===== src/rtl/alt_multi_gather_pkg.sv =====
// alt_multi_gather_pkg: shared types and sizing helper for the word-to-vector gatherer.
package alt_multi_gather_pkg;
    typedef enum logic {FILL, STALL} gather_state_e;

    function automatic int cnt_width(input int n);
        return $clog2(n + 1);
    endfunction
endpackage


===== src/rtl/alt_multi_gather_if.sv =====
// alt_multi_gather_if: serial valid-ready input and vector valid-yumi output of the gatherer.
interface alt_multi_gather_if import alt_multi_gather_pkg::*; #(
    parameter int width_p     = 8,
    parameter int dequeue_n   = 4,
    parameter int cnt_width_p = cnt_width(dequeue_n)
);
    logic                              valid_i;
    logic [width_p-1:0]                data_i;
    logic                              ready_o;
    logic                              flush_i;
    logic                              valid_o;
    logic [dequeue_n-1:0][width_p-1:0] data_o;
    logic [cnt_width_p-1:0]            valid_count_o;
    logic                              yumi_i;
    logic [cnt_width_p-1:0]            fill_o;

    modport slave (
        input  valid_i, data_i, flush_i, yumi_i,
        output ready_o, valid_o, data_o, valid_count_o, fill_o
    );

    modport master (
        output valid_i, data_i, flush_i, yumi_i,
        input  ready_o, valid_o, data_o, valid_count_o, fill_o
    );
endinterface


===== src/rtl/alt_multi_gather_out_reg.sv =====
// alt_multi_gather_out_reg: one-entry valid-yumi vector register; a load wins over a same-edge yumi.
module alt_multi_gather_out_reg #(
    parameter int width_p   = 8,
    parameter int dequeue_n = 4,
    parameter int cw        = 3
) (
    input  logic                              clk_i,
    input  logic                              reset_n_i,
    input  logic                              load,
    input  logic                              yumi,
    input  logic [dequeue_n-1:0][width_p-1:0] next_data,
    input  logic [cw-1:0]                     next_count,
    output logic                              valid,
    output logic [dequeue_n-1:0][width_p-1:0] data,
    output logic [cw-1:0]                     count
);
    always_ff @(posedge clk_i or negedge reset_n_i)
        if (!reset_n_i) begin
            valid <= 1'b0;
            data  <= '0;
            count <= '0;
        end else if (load) begin
            valid <= 1'b1;
            data  <= next_data;
            count <= next_count;
        end else if (yumi) begin
            valid <= 1'b0;
        end
endmodule


===== src/rtl/alt_multi_gather.sv =====
// alt_multi_gather: packs dequeue_n serial words (or a flushed partial group, zero padded)
// into one vector, with a collection stage double-buffered behind the output register.
module alt_multi_gather import alt_multi_gather_pkg::*; #(
    parameter int width_p   = 8,
    parameter int dequeue_n = 4
) (
    input  logic                clk_i,
    input  logic                reset_n_i,
    alt_multi_gather_if.slave   bus
);
    localparam int cw = cnt_width(dequeue_n);

    gather_state_e                     state, state_n;
    logic [dequeue_n-1:0][width_p-1:0] coll, vec;
    logic [cw-1:0]                     fill, fill_n, n, count;
    logic                              live, ready, acc, close, out_free, load;

    always_ff @(posedge clk_i or negedge reset_n_i)
        if (!reset_n_i) begin
            state <= FILL;
            fill  <= '0;
            coll  <= '0;
            live  <= 1'b0;
        end else begin
            state <= state_n;
            fill  <= fill_n;
            live  <= 1'b1;
            if (acc || close) coll <= vec;
        end

    // In STALL the collection already holds the closed, zero-padded vector.
    always_comb begin
        vec      = '0;
        ready    = live && state == FILL;
        acc      = bus.valid_i && ready;
        n        = fill + cw'(acc);
        close    = state == FILL && n != '0 && (n == cw'(dequeue_n) || bus.flush_i);
        out_free = !bus.valid_o || bus.yumi_i;
        load     = (close || state == STALL) && out_free;
        count    = state == STALL ? fill : n;
        state_n  = (close && !out_free) ? STALL : (state == STALL && out_free) ? FILL : state;
        fill_n   = load ? '0 : state == FILL ? n : fill;
        for (int i = 0; i < dequeue_n; i++)
            vec[i] = (state == STALL || i < int'(fill)) ? coll[i] :
                     (i == int'(fill) && acc) ? bus.data_i : '0;
    end

    assign bus.ready_o = ready;
    assign bus.fill_o  = fill;

    alt_multi_gather_out_reg #(.width_p(width_p), .dequeue_n(dequeue_n), .cw(cw)) out_reg (
        .clk_i      (clk_i),
        .reset_n_i  (reset_n_i),
        .load       (load),
        .yumi       (bus.yumi_i),
        .next_data  (vec),
        .next_count (count),
        .valid      (bus.valid_o),
        .data       (bus.data_o),
        .count      (bus.valid_count_o)
    );
endmodule


===== src/flat_wrapper.sv =====
// flat-port wrapper written by rule: the top's interface ports become plain ports
module alt_multi_gather_flat import alt_multi_gather_pkg::*;
#(
    parameter int width_p   = 8,
    parameter int dequeue_n = 4
)
  (clk_i, reset_n_i, bus_valid_i, bus_data_i, bus_flush_i, bus_yumi_i, bus_ready_o, bus_valid_o, bus_data_o, bus_valid_count_o, bus_fill_o);
  alt_multi_gather_if #(.width_p(width_p), .dequeue_n(dequeue_n)) bus_i ();
  input  logic clk_i;
  input  logic reset_n_i;
  input wire logic [$bits(bus_i.valid_i)-1:0] bus_valid_i;
  input wire logic [$bits(bus_i.data_i)-1:0] bus_data_i;
  input wire logic [$bits(bus_i.flush_i)-1:0] bus_flush_i;
  input wire logic [$bits(bus_i.yumi_i)-1:0] bus_yumi_i;
  output wire logic [$bits(bus_i.ready_o)-1:0] bus_ready_o;
  output wire logic [$bits(bus_i.valid_o)-1:0] bus_valid_o;
  output wire logic [$bits(bus_i.data_o)-1:0] bus_data_o;
  output wire logic [$bits(bus_i.valid_count_o)-1:0] bus_valid_count_o;
  output wire logic [$bits(bus_i.fill_o)-1:0] bus_fill_o;
  assign bus_i.valid_i = bus_valid_i;
  assign bus_i.data_i = bus_data_i;
  assign bus_i.flush_i = bus_flush_i;
  assign bus_i.yumi_i = bus_yumi_i;
  assign bus_ready_o = bus_i.ready_o;
  assign bus_valid_o = bus_i.valid_o;
  assign bus_data_o = bus_i.data_o;
  assign bus_valid_count_o = bus_i.valid_count_o;
  assign bus_fill_o = bus_i.fill_o;
  alt_multi_gather #(.width_p(width_p), .dequeue_n(dequeue_n)) u_core (.clk_i(clk_i), .reset_n_i(reset_n_i), .bus(bus_i));
endmodule

===== config.mk =====
export PLATFORM = sky130hd
export DESIGN_NAME = alt_multi_gather_flat
export DESIGN_NICKNAME = d
export VERILOG_FILES = /design/src/rtl/alt_multi_gather_pkg.sv /design/src/rtl/alt_multi_gather_if.sv /design/src/rtl/alt_multi_gather_out_reg.sv /design/src/rtl/alt_multi_gather.sv /design/src/flat_wrapper.sv
export SDC_FILE = /design/constraint.sdc
export NUM_CORES = 1
export LEC_CHECK = 0
export CAP_MARGIN = 10
export CELL_PAD_IN_SITES_DETAIL_PLACEMENT = 2
export CELL_PAD_IN_SITES_GLOBAL_PLACEMENT = 2
export CORE_AREA = 2 2 100 102
export DETAILED_ROUTE_END_ITERATION = 16
export DIE_AREA = 0 0 102 104
export GPL_ROUTABILITY_DRIVEN = 0
export PLACE_DENSITY = 0.76
export SYNTH_ARGS = -nofsm -noshare
export SYNTH_HDL_FRONTEND = slang
export SYNTH_SLANG_ARGS = --single-unit
export TNS_END_PERCENT = 20

===== constraint.sdc =====
create_clock -name clk_i -period 3.2 [get_ports clk_i]
set_clock_uncertainty 0.15 [all_clocks]
set_input_delay 0.96 -clock clk_i [delete_from_list [all_inputs] [get_ports clk_i]]
set_output_delay 0.96 -clock clk_i [all_outputs]
set_load 0.05 [all_outputs]

==> reports/results.ini <==
[cells_and_area]
layout.nets=362
final_cell_mix=73 x dfrtp_1, 51 x clkdlybuf4s50_1, 37 x nor2_1, 34 x a21oi_1, 32 x a22oi_1
antenna_cells=0
layout_commonest_cell=dfrtp_1
drive_gt1_share_pct=12.5
fin_util_pct=43.1
area_delta_synth_final_pct=29.6

[setup_path]
rrSetupSlack_ps=670
critPathRequiredTime_ps=3310
end_kind=register
path_class=in -> reg
cp.arrival_ps=3200
cp-start-kind=input pin
r2r_start=u_core.live
crit_start=bus_valid_i
cp_max_fo=8

[outcome]
status=finished, final reports clean

[global_routing]
grt_max_degree=74
grt-ovfl-total=0
grt_pass1_vias=2861
antenna_found_initial=0
track_usage_pct=18.9
grt_pass1_wl_mm=15.4

[logic_synthesis]
yosys.area_share.adder_pct=0.788
synth_compound_area_share_pct=24.9
synthMuxAreaShare_pct=0.630
yosys.area.top_type_share_pct=57.5
netlist_area_sq_mm=0.00318
synth_flop_cell=dfrtp_1
yosys.area.top_type=dfrtp_1
postSynthAreaPerCell_sq_um=11.2
synthCells=284
syn_nets=299
synth-simple-area-share_pct=10.2
synth_enable_flop_cells=0
ys.warnings.count=0
ys_seq_elements=73
synth_top_family_by_area=compound AO/OA/AOI/OAI gates
ys_types=36
synth_xor_xnor_area_share_pct=0.551
yosysSeqAreaShare_pct=57.5
synthArstFlopShare_pct=100
ys_top_cells_by_area=dfrtp_1 58%, a22oi_1 7.6%, a22o_1 6.6%

[floorplanning]
die_y_um=104
die_area_sq_mm=0.0106
core_area_sq_mm=0.00955
num_io_pins=53
die_x_um=102
start_util_pct=33.3
placementRows=36

[power]
peakVddDrop_uv=392
power_density_mw_per_mm2=1090
leakage_nw=1.76

[clocking]
clkLatencyLatePin_ps=370
cts_buffers=9
cts-root-buf=clkbuf_8
cts_tree=yes
htree_num_levels=3
clock_sinks=73
cts_hold_buf=0
post-cts-setup-buffers=0
clk_pin_slew_worst_paths_ps=90
clockBufferDepth=2

[routing]
viasPerCell=5.20
drt_wl_total_mm=9.14
wl_met1_mm=4.06
wl_met3_um=269
highest_layer=met4
vias=2521
drt_iter0_drc=77
ant_nets=0
dr_wl_met2_mm=4.65
avgRoutedWirePerCell_um=18.8
firstDrtPassIters=4
drc=0

[placed_design]
port_buffers=52
hpwl_mm=6.13

[sta]
tightest_slew_ps=511
relSlewSlack_pct=65.8
fmax_mhz=324
fin_setup_tns_ps=0
maxSlewViolCount=0
period_share_pct=96.4
finalSetupViolations=0
hold_viol=0
finalCriticalPeriod_ps=3080

[flow_run]
cap_violations=0

[worst_hold_path]
min_from=u_core.coll[19]
hp-class=reg -> reg

[routing by layer]
layer,vias up,GRT usage (%)
met2,43,30.5
met5,-,0
met4,0,6.57
li1,1154,-
met1,1313,25.4
met3,11,3.23
[report_power, final]
group / internal (mW) / switching, mW / leakage (nW) / total [mW]
registers: 1.23 / 0.183 / 0.935 / 1.41
clock network: 0.403 / 0.371 / 0.103 / 0.774
logic: 0.779 / 1.53 / 0.722 / 2.31
[logic make-up after synthesis]
| group | Yosys count |
|---|---|
| other | 1 |
| and+or+nand+nor | 63 |
| xor gates and xnor gates | 2 |
| muxes | 2 |
| DFF | 73 |
| buffers and inverters | 28 |
| adders and majority gates | 2 |
| AOI/OAI and AO/OA | 113 |
[timing repair]
| action | CTS | global route |
|---|---|---|
| endpoints found under the hold margin | 0 | 0 |
| gates resized for setup | 0 | 3 |
| endpoints found under the setup margin | 0 | 33 |
[final cells by class]
class	instances	area, sq um
Sequential cell	73	1830
Inverter	10	37.5
Timing Repair Buffer	70	692
Tap cell	133	166
Fill cell	1019	5430
Clock inverter	4	51.3
Clock buffer	12	155
Multi-Input combinational cell	183	1190
[metrics by stage]
stage / hold slack, ps / power, mW / instance area (sq um) / setup slack [ps] / cells
floorplan: 316 / 2.98 / 3180 / 232 / 284
global placement: 334 / 3.67 / 3900 / -193 / 469
detailed placement: 336 / 3.75 / 3900 / -271 / 469
CTS: 364 / 4.53 / 4110 / 101 / 485
global route: 389 / 4.77 / 4120 / -5.27 / 485
finish: 362 / 4.50 / 4120 / 117 / 485
[final timing paths]
check	end	cells past startpoint
worst max register to register	u_core.coll[25]	8
max in group asynchronous	u_core.state	2
worst max-delay path	u_core.coll[25]	9
min in group asynchronous	u_core.bus.fill_o[1]	2
worst min-delay path	u_core.coll[19]	1
worst min register to register	u_core.coll[19]	1
[sequential cells by signal (all words and copies together) (netlist names)]
signal / count
u_core.out_reg.count: 3
u_core.bus.fill_o: 3
u_core.state: 1
u_core.live: 1
u_core.coll: 32
u_core.out_reg.valid: 1
u_core.out_reg.data: 32
[critical path, cell delays in order]
cell             delay, ps
clkdlybuf4s50_1        420
nand3b_1               130
inv_1                   60
ha_1                   180
ha_1                   320
or2_2                  330
o211a_1                250
or2_1                  320
a22o_1                 230
[synthesized netlist by cell type (3+ instances only)]
master and number:
buf_2 10, a211oi_1 3, inv_1 10, nand2_1 3
nor3_1 3, or2_1 3, nor2b_1 3, nor2_1 37
a22o_1 24, dfrtp_1 73, a21oi_1 34, a22oi_1 32
nand2b_1 3, o21ai_0 12, buf_6 7
No activity file was read; power rests on OpenSTA's default activity.
